[src/rtl/uart_tx_if.sv]
// Handshake bundle between the register block and the UART transmitter.
// The register side (master) drives the held data/divisor and the start strobe.
// The transmitter (slave) returns the serial line and its status bits.
interface uart_tx_if #(
    parameter int DIV_BW = 16
);
    logic [7:0]        txdata;
    logic              txstart;
    logic [DIV_BW-1:0] baud_div;
    logic              txd;
    logic              busy;
    logic              done;

    modport master (
        output txdata, txstart, baud_div,
        input  txd, busy, done
    );

    modport slave (
        input  txdata, txstart, baud_div,
        output txd, busy, done
    );
endinterface

[src/rtl/uart_tx.sv]
// Asynchronous serial transmitter: start bit, 8 data bits LSB first,
// optional parity bit, one stop bit. Every bit lasts baud_div+1 clocks.
// Data, divisor and parity are latched at accept time.
module uart_tx #(
    parameter int DIV_BW = 16,
    parameter int PARITY = 0
) (
    input logic   clk,
    input logic   rst_n,
    uart_tx_if.slave bus
);

    localparam logic [2:0] S_IDLE  = 3'd0;
    localparam logic [2:0] S_START = 3'd1;
    localparam logic [2:0] S_DATA  = 3'd2;
    localparam logic [2:0] S_PAR   = 3'd3;
    localparam logic [2:0] S_STOP  = 3'd4;

    localparam bit PAR_EN  = (PARITY == 1) || (PARITY == 2);
    localparam bit PAR_ODD = (PARITY == 2);

    logic [2:0]        state;
    logic [7:0]        shreg;
    logic [DIV_BW-1:0] div_q;
    logic [DIV_BW-1:0] cnt;
    logic [2:0]        bit_idx;
    logic              par_q;
    logic              txd_q;
    logic              busy_q;
    logic              done_q;

    assign bus.txd  = txd_q;
    assign bus.busy = busy_q;
    assign bus.done = done_q;

    // Frame sequencer: accepts a request in IDLE, then steps one bit per divisor period.
    always_ff @(posedge clk or negedge rst_n) begin
        if (!rst_n) begin
            state   <= S_IDLE;
            shreg   <= '0;
            div_q   <= '0;
            cnt     <= '0;
            bit_idx <= '0;
            par_q   <= 1'b0;
            txd_q   <= 1'b1;
            busy_q  <= 1'b0;
            done_q  <= 1'b0;
        end else begin
            done_q <= 1'b0;
            if (state == S_IDLE) begin
                txd_q  <= 1'b1;
                busy_q <= 1'b0;
                if (bus.txstart) begin
                    shreg   <= bus.txdata;
                    div_q   <= bus.baud_div;
                    par_q   <= PAR_ODD ? ~^bus.txdata : ^bus.txdata;
                    cnt     <= '0;
                    bit_idx <= '0;
                    state   <= S_START;
                    txd_q   <= 1'b0;
                    busy_q  <= 1'b1;
                end
            end else if (cnt == div_q) begin
                // Bit boundary: reload the divisor counter and present the next bit.
                cnt <= '0;
                case (state)
                    S_START: begin
                        txd_q   <= shreg[0];
                        shreg   <= shreg >> 1;
                        bit_idx <= '0;
                        state   <= S_DATA;
                    end
                    S_DATA: begin
                        if (bit_idx == 3'd7) begin
                            if (PAR_EN) begin
                                txd_q <= par_q;
                                state <= S_PAR;
                            end else begin
                                txd_q <= 1'b1;
                                state <= S_STOP;
                            end
                        end else begin
                            txd_q   <= shreg[0];
                            shreg   <= shreg >> 1;
                            bit_idx <= bit_idx + 3'd1;
                        end
                    end
                    S_PAR: begin
                        txd_q <= 1'b1;
                        state <= S_STOP;
                    end
                    S_STOP: begin
                        txd_q   <= 1'b1;
                        busy_q  <= 1'b0;
                        done_q  <= 1'b1;
                        bit_idx <= '0;
                        state   <= S_IDLE;
                    end
                    default: begin
                        txd_q  <= 1'b1;
                        busy_q <= 1'b0;
                        state  <= S_IDLE;
                    end
                endcase
            end else begin
                cnt <= cnt + DIV_BW'(1);
            end
        end
    end

endmodule
[src/flat_wrapper.sv]
// flat-port wrapper written by rule: the top's interface ports become plain ports
module uart_tx_flat 
#(
    parameter int DIV_BW = 16,
    parameter int PARITY = 0
)
  (clk, rst_n, bus_txdata, bus_txstart, bus_baud_div, bus_txd, bus_busy, bus_done);
  uart_tx_if #(.DIV_BW(DIV_BW)) bus_i ();
  input logic clk;
  input logic rst_n;
  input wire logic [$bits(bus_i.txdata)-1:0] bus_txdata;
  input wire logic [$bits(bus_i.txstart)-1:0] bus_txstart;
  input wire logic [$bits(bus_i.baud_div)-1:0] bus_baud_div;
  output wire logic [$bits(bus_i.txd)-1:0] bus_txd;
  output wire logic [$bits(bus_i.busy)-1:0] bus_busy;
  output wire logic [$bits(bus_i.done)-1:0] bus_done;
  assign bus_i.txdata = bus_txdata;
  assign bus_i.txstart = bus_txstart;
  assign bus_i.baud_div = bus_baud_div;
  assign bus_txd = bus_i.txd;
  assign bus_busy = bus_i.busy;
  assign bus_done = bus_i.done;
  uart_tx #(.DIV_BW(DIV_BW), .PARITY(PARITY)) u_core (.clk(clk), .rst_n(rst_n), .bus(bus_i));
endmodule
[config.mk]
export PLATFORM = sky130hd
export DESIGN_NAME = uart_tx_flat
export DESIGN_NICKNAME = d
export VERILOG_FILES = /design/src/rtl/uart_tx_if.sv /design/src/rtl/uart_tx.sv /design/src/flat_wrapper.sv
export SDC_FILE = /design/constraint.sdc
export NUM_CORES = 1
export LEC_CHECK = 0
export ABC_AREA = 1
export CELL_PAD_IN_SITES_DETAIL_PLACEMENT = 0
export CELL_PAD_IN_SITES_GLOBAL_PLACEMENT = 1
export CORE_MARGIN = 5
export CORE_UTILIZATION = 41
export DETAILED_ROUTE_END_ITERATION = 16
export HOLD_SLACK_MARGIN = 0.1
export PLACE_DENSITY_LB_ADDON = 0.1
export SLEW_MARGIN = 25
export SYNTH_ARGS = -nofsm -noshare
export SYNTH_HDL_FRONTEND = slang
export SYNTH_SLANG_ARGS = --single-unit
[constraint.sdc]
create_clock -name clk -period 2.2 [get_ports clk]
set_clock_uncertainty 0.15 [all_clocks]
set_input_delay 0.44 -clock clk [delete_from_list [all_inputs] [get_ports clk]]
set_output_delay 0.44 -clock clk [all_outputs]
set_load 0.01 [all_outputs]
# ---- Yosys cells after proc, flatten, opt, wreduce, memory -nomap -nowiden
# Cells that the tools add are included.
dict set report word_totals {
  input_bits 27
  regBits 49
  wordCells 61
  output_inout_bits 3
}
dict set report op_classes {
  n_addsub 2
  n_eq_ne 10
  n_reduce_logical 11
  mux 30
}
# cell count
set op_table {}
lappend op_table {{16-bit 2-to-1 mux} 3}
lappend op_table {{8-bit 2-to-1 mux} 4}
lappend op_table {{3-bit 2-to-1 mux} 8}
lappend op_table {{16-bit by 1-bit adder with 16-bit output, second input constant} 1}
lappend op_table {{16-bit == test} 1}
lappend op_table {{8-bit case mux with 2 select lines} 1}
lappend op_table {{1-bit 2-to-1 mux} 11}
lappend op_table {{3-bit case mux with 3 select lines} 1}
lappend op_table {{4-bit AND reduction} 2}
lappend op_table {{3-bit by 2-bit == test with 1-bit output, second input constant} 2}
lappend op_table {{3-bit == test, second input constant} 2}
lappend op_table {{3-bit case mux with 2 select lines} 1}
lappend op_table {{3-bit nonzero test} 2}
lappend op_table {{2-bit AND reduction} 2}
lappend op_table {{3-bit by 1-bit adder with 3-bit output, second input constant} 1}
lappend op_table {{3-bit by 1-bit == test with 1-bit output, second input constant} 1}
lappend op_table {{3-bit logical NOT} 1}
lappend op_table {{3-bit by 1-bit != test with 1-bit output, second input constant} 1}
lappend op_table {{3-bit by 2-bit != test with 1-bit output, second input constant} 1}
lappend op_table {{3-bit AND reduction} 1}
lappend op_table {{3-bit OR reduction} 1}
lappend op_table {{2-bit by 1-bit != test with 1-bit output, second input constant} 1}
lappend op_table {{2-bit != test, second input constant} 1}
lappend op_table {{1-bit case mux with 2 select lines} 1}
lappend op_table {{2 further kinds} 2}

# ---- Depth between registers and ports, before layout
dict set report logic_depth {
  word_depth 5
  ltp_mapped 12
  ltp_nobuf 11
}

# ---- Worst setup path after synthesis
# OpenSTA, ideal clock, no wires.
dict set report synth_timing {
  kind {register -> register}
  from {register u_core.bit_idx[0]}
  to {register u_core.shreg[0]}
  setup_time_ns 0.118
  path_buffers 0
  synth_period_minus_slack_ns 1.718
  t_arrival_ns 1.450
  stages_incl_launch_ff 9
  slack_ns 0.482
  required_time_ns 1.932
  cell_sequence {dfrtp_1 > ha_1 > ha_1 > inv_1 > nor2_1 > nor2_2 > nand3_1 > nand2_1 > nand2_1}
}
dict set report synth_between {
  elab_chain_len 3
}
# item line_no
set synth_lines {}
lappend synth_lines {{from (decl)} uart_tx.sv:26} ;# logic [2:0] bit_idx;
lappend synth_lines {{from (signal assigned)} uart_tx.sv:85} ;# bit_idx <= bit_idx + 3'd1;
lappend synth_lines {{3-bit == test} uart_tx.sv:74} ;# if (bit_idx == 3'd7) begin
lappend synth_lines {{3-bit by 2-bit != test with 1-bit output (no source line)} n/a}
lappend synth_lines {{4-bit AND reduction (no source line)} n/a}
lappend synth_lines {{to (signal assigned)} uart_tx.sv:54} ;# shreg <= bus.txdata;
lappend synth_lines {{to (signal assigned)} uart_tx.sv:69} ;# shreg <= shreg >> 1;
lappend synth_lines {{to (signal assigned)} uart_tx.sv:84} ;# shreg <= shreg >> 1;
lappend synth_lines {{to (decl)} uart_tx.sv:23} ;# logic [7:0] shreg;
# No other way between the ends.
# A chain may end at the register's enable or synchronous reset.

# ---- Worst setup path in the final report
dict set report layout_timing {
  from {register u_core.txd_q (netlist: u_core.bus.txd)}
  to {output port bus_txd}
}
# item line_no
set layout_lines {}
lappend layout_lines {{from (decl)} uart_tx.sv:28} ;# logic txd_q;
lappend layout_lines {{from (signal assigned)} uart_tx.sv:68} ;# txd_q <= shreg[0];
lappend layout_lines {{from (signal assigned)} uart_tx.sv:76} ;# txd_q <= par_q;
lappend layout_lines {{from (signal assigned)} uart_tx.sv:83} ;# txd_q <= shreg[0];
lappend layout_lines {{to (decl)} flat_wrapper.sv:14} ;# output wire logic [$bits(bus_i.txd)-1:0] bus_txd;
# No word-level cell between the ends.

==> reports/qor.yml <==
outcome:
  status: "finished clean"
die:
  rows: 29
  top_level_ports: 30
  core_um2: 6350
  start_util_pct: 41.9
  fp.dieArea_um2: 8200
  die_y_um: 90.6
  die_w_um: 90.6
worst_setup_path:
  critPathMaxFanout: 2
  timing.rr.start: "u_core.cnt[0]"
  critPathBufInv: 1
  start_kind: "flip-flop"
  path_cells: "clkdlybuf4s50_1"
  critical_path_class: "reg -> out"
  critical-path-slowest-cell: "dfstp_2"
  arrival_ns: 1.39
  crit_path_max_incr_delay_ns: 0.55
  cp-end-kind: "output pin"
  crit_family: "flip-flops"
  worstPathRequired_ns: 1.61
  crit_start: "u_core.bus.txd"
clock_network:
  cts_tree: "done"
  htreeDepth: 2
  clk_latency_ns: 0.30
  cts.sinks: 49
  cts_root_buf: "clkbuf_8"
  cts_inserted_buffers: 5
  clk_transition_reported_paths_ns: 0.09
  cts_setup_buffers: 0
  clk_path_buf_depth: 2
synthesis:
  syn_nets: 395
  ys_types: 22
  syn_inst: 365
  synth_area_um2: 2660
  avgSynthCellArea_um2: 7.29
  ys_ff_latch: 49
  yosysSeqAreaShare_pct: 46.1
  yosys_warnings: 0
timing:
  max-slew-margin-rel_pct: 70.2
  setup_tns_ns: 0
  holdWs_ns: 0.328
  fin_crit_sh_pct: 89.8
  clock.fmax_mhz: 506
  maxSlewViolCount: 0
  finalSetupViolCount: 0
  hold_viol: 0
  fin_crit_ns: 1.98
  worst_pin_slew_ns: 0.447
  rsz0062_at_grt: "false"
power:
  power_density_nw_per_um2: 1090
  p_leak_uw: 0.00158
  ir_worst_vdd_mv: 0.517
route:
  drtIter0Drc: 71
  first_pass_iters: 4
  ant_nets: 0
  post_drt_wl_per_cell_um: 12.6
  via_per_inst: 4.87
  via_count: 2328
  drc: 0
  drt-total-wl_um: 6020
min_path:
  holdCritPathClass: "reg -> reg"
  holdCritStartpoint: "u_core.bus.busy"
layout:
  multi_input_area_um2: 1190
  drive_gt1_share_pct: 7.98
  final_nets: 430
  antenna_cells: 0
  area_growth_pct: 18.1
  regArea_um2: 1230
  fillCellCount: 629
  fin_cells: 478
placement:
  hpwl_um: 4340
  dp.cells: 469
  gp_congestion: 0.762
  port-buffer-count: 29
global_routing:
  grt_pass1_wl_um: 10400
  grt_max_degree: 36
  grt_remaining_overflow: 0
  grt_usage_pct: 15.2
  antenna_found_initial: 0
  grt_pass1_vias: 2282
job:
  cap_violations: 0
layout make-up:
type | count | share of cell area (%)
flip-flops and latches | 49 | 39.0
multi-input cells | 258 | 37.7
repair buffers | 37 | 11.5
inverters | 49 | 5.85
well taps | 77 | 3.06
clock buffers | 8 | 2.87
layer usage:
metal	GRT usage (%)	wire, um
met1	19.8	2930
met4	3.72	62
met3	3.33	181
met5	0	0
met2	25.7	2840
placed cells by master (no fill, tap or decap), types with 2 or more instances in the layout:
cell type        synthesis  layout
clkdlybuf4s50_1          0      28
o21ai_0                  8       8
xor2_1                   8       8
clkbuf_8                 0       6
nand2_1                133     133
dfrtp_1                 48      48
inv_2                    8       8
clkbuf_1                 2       2
nand4_1                 16      16
nand2_2                  3       3
inv_1                   41      41
nor3_1                   5       5
a21oi_1                 17      17
nor2_1                  36      36
nor2_2                   4       4
ha_1                     3       3
nand3_1                 14      13
o22ai_1                  9       9
buf_4                    0       6
sequential cells by signal (all words and copies together) (netlist names):
register	cells
u_core.cnt	16
u_core.bus.txd	1
u_core.div_q	16
u_core.state	3
u_core.shreg	8
u_core.bus.done	1
u_core.bit_idx	3
u_core.bus.busy	1
cells by family (layout without fill, tap and decap cells):
group                    after synthesis  in the layout  synth area share [%]
adder cells (fa/ha/maj)                3              3                  1.41
XOR/XNOR                               9              9                  2.96
AND/OR/NAND/NOR                      212            212                  33.2
AO/OA/AOI/OAI                         34             34                  6.82
buffers and inverters                 58             94                  9.50
flip-flops                            49             49                  46.1
path summary, 6_finish.rpt:
kind / endpoint / slack (ns) / cells after the start
max in group asynchronous: u_core.bus.txd / 0.84 / 3
setup / recovery: bus_txd / 0.22 / 1
setup reg to reg: u_core.cnt[12] / 0.23 / 9
hold / removal: u_core.bus.busy / 0.33 / 2
hold reg to reg: u_core.bus.busy / 0.33 / 2
min in group asynchronous: u_core.div_q[4] / 0.45 / 2
cells in the mapped netlist, drive strengths merged:
library cell | count | share of area (%)
a21oi | 17 | 3.2
buf | 7 | 2.3
clkbuf | 2 | 0.28
dfrtp | 48 | 45
dfstp | 1 | 0.99
ha | 3 | 1.4
inv | 49 | 6.9
nand2 | 136 | 19
nand3 | 14 | 2.6
nand4 | 16 | 3.8
nor2 | 40 | 6.0
nor3 | 6 | 1.3
o21ai | 8 | 1.5
o22ai | 9 | 2.1
xnor2 | 1 | 0.33
xor2 | 8 | 2.6
stage by stage:
step	power, uW	instance area [um^2]	setup WS, ns	util, %
4_1_cts	3480	3140	0.209	49.4
3_3_place_gp	2890	3040	0.249	47.9
2_1_floorplan	2520	2660	0.482	-
6_report	3440	3140	0.224	49.5
3_5_place_dp	2920	3040	0.216	47.9
5_1_grt	3770	3140	0.0771	49.5
report_power, final:
part	switching [uW]	total [uW]	internal [uW]
combinational	947	1490	547
sequential	192	1390	1200
clock	300	557	257
timing repair:
item	4_1_cts	5_1_grt
endpoints found under the setup margin	0	2
endpoints found under the hold margin	17	0
resized for setup	0	1
hold buffers	1	0
No activity file was read; power rests on OpenSTA's default activity.
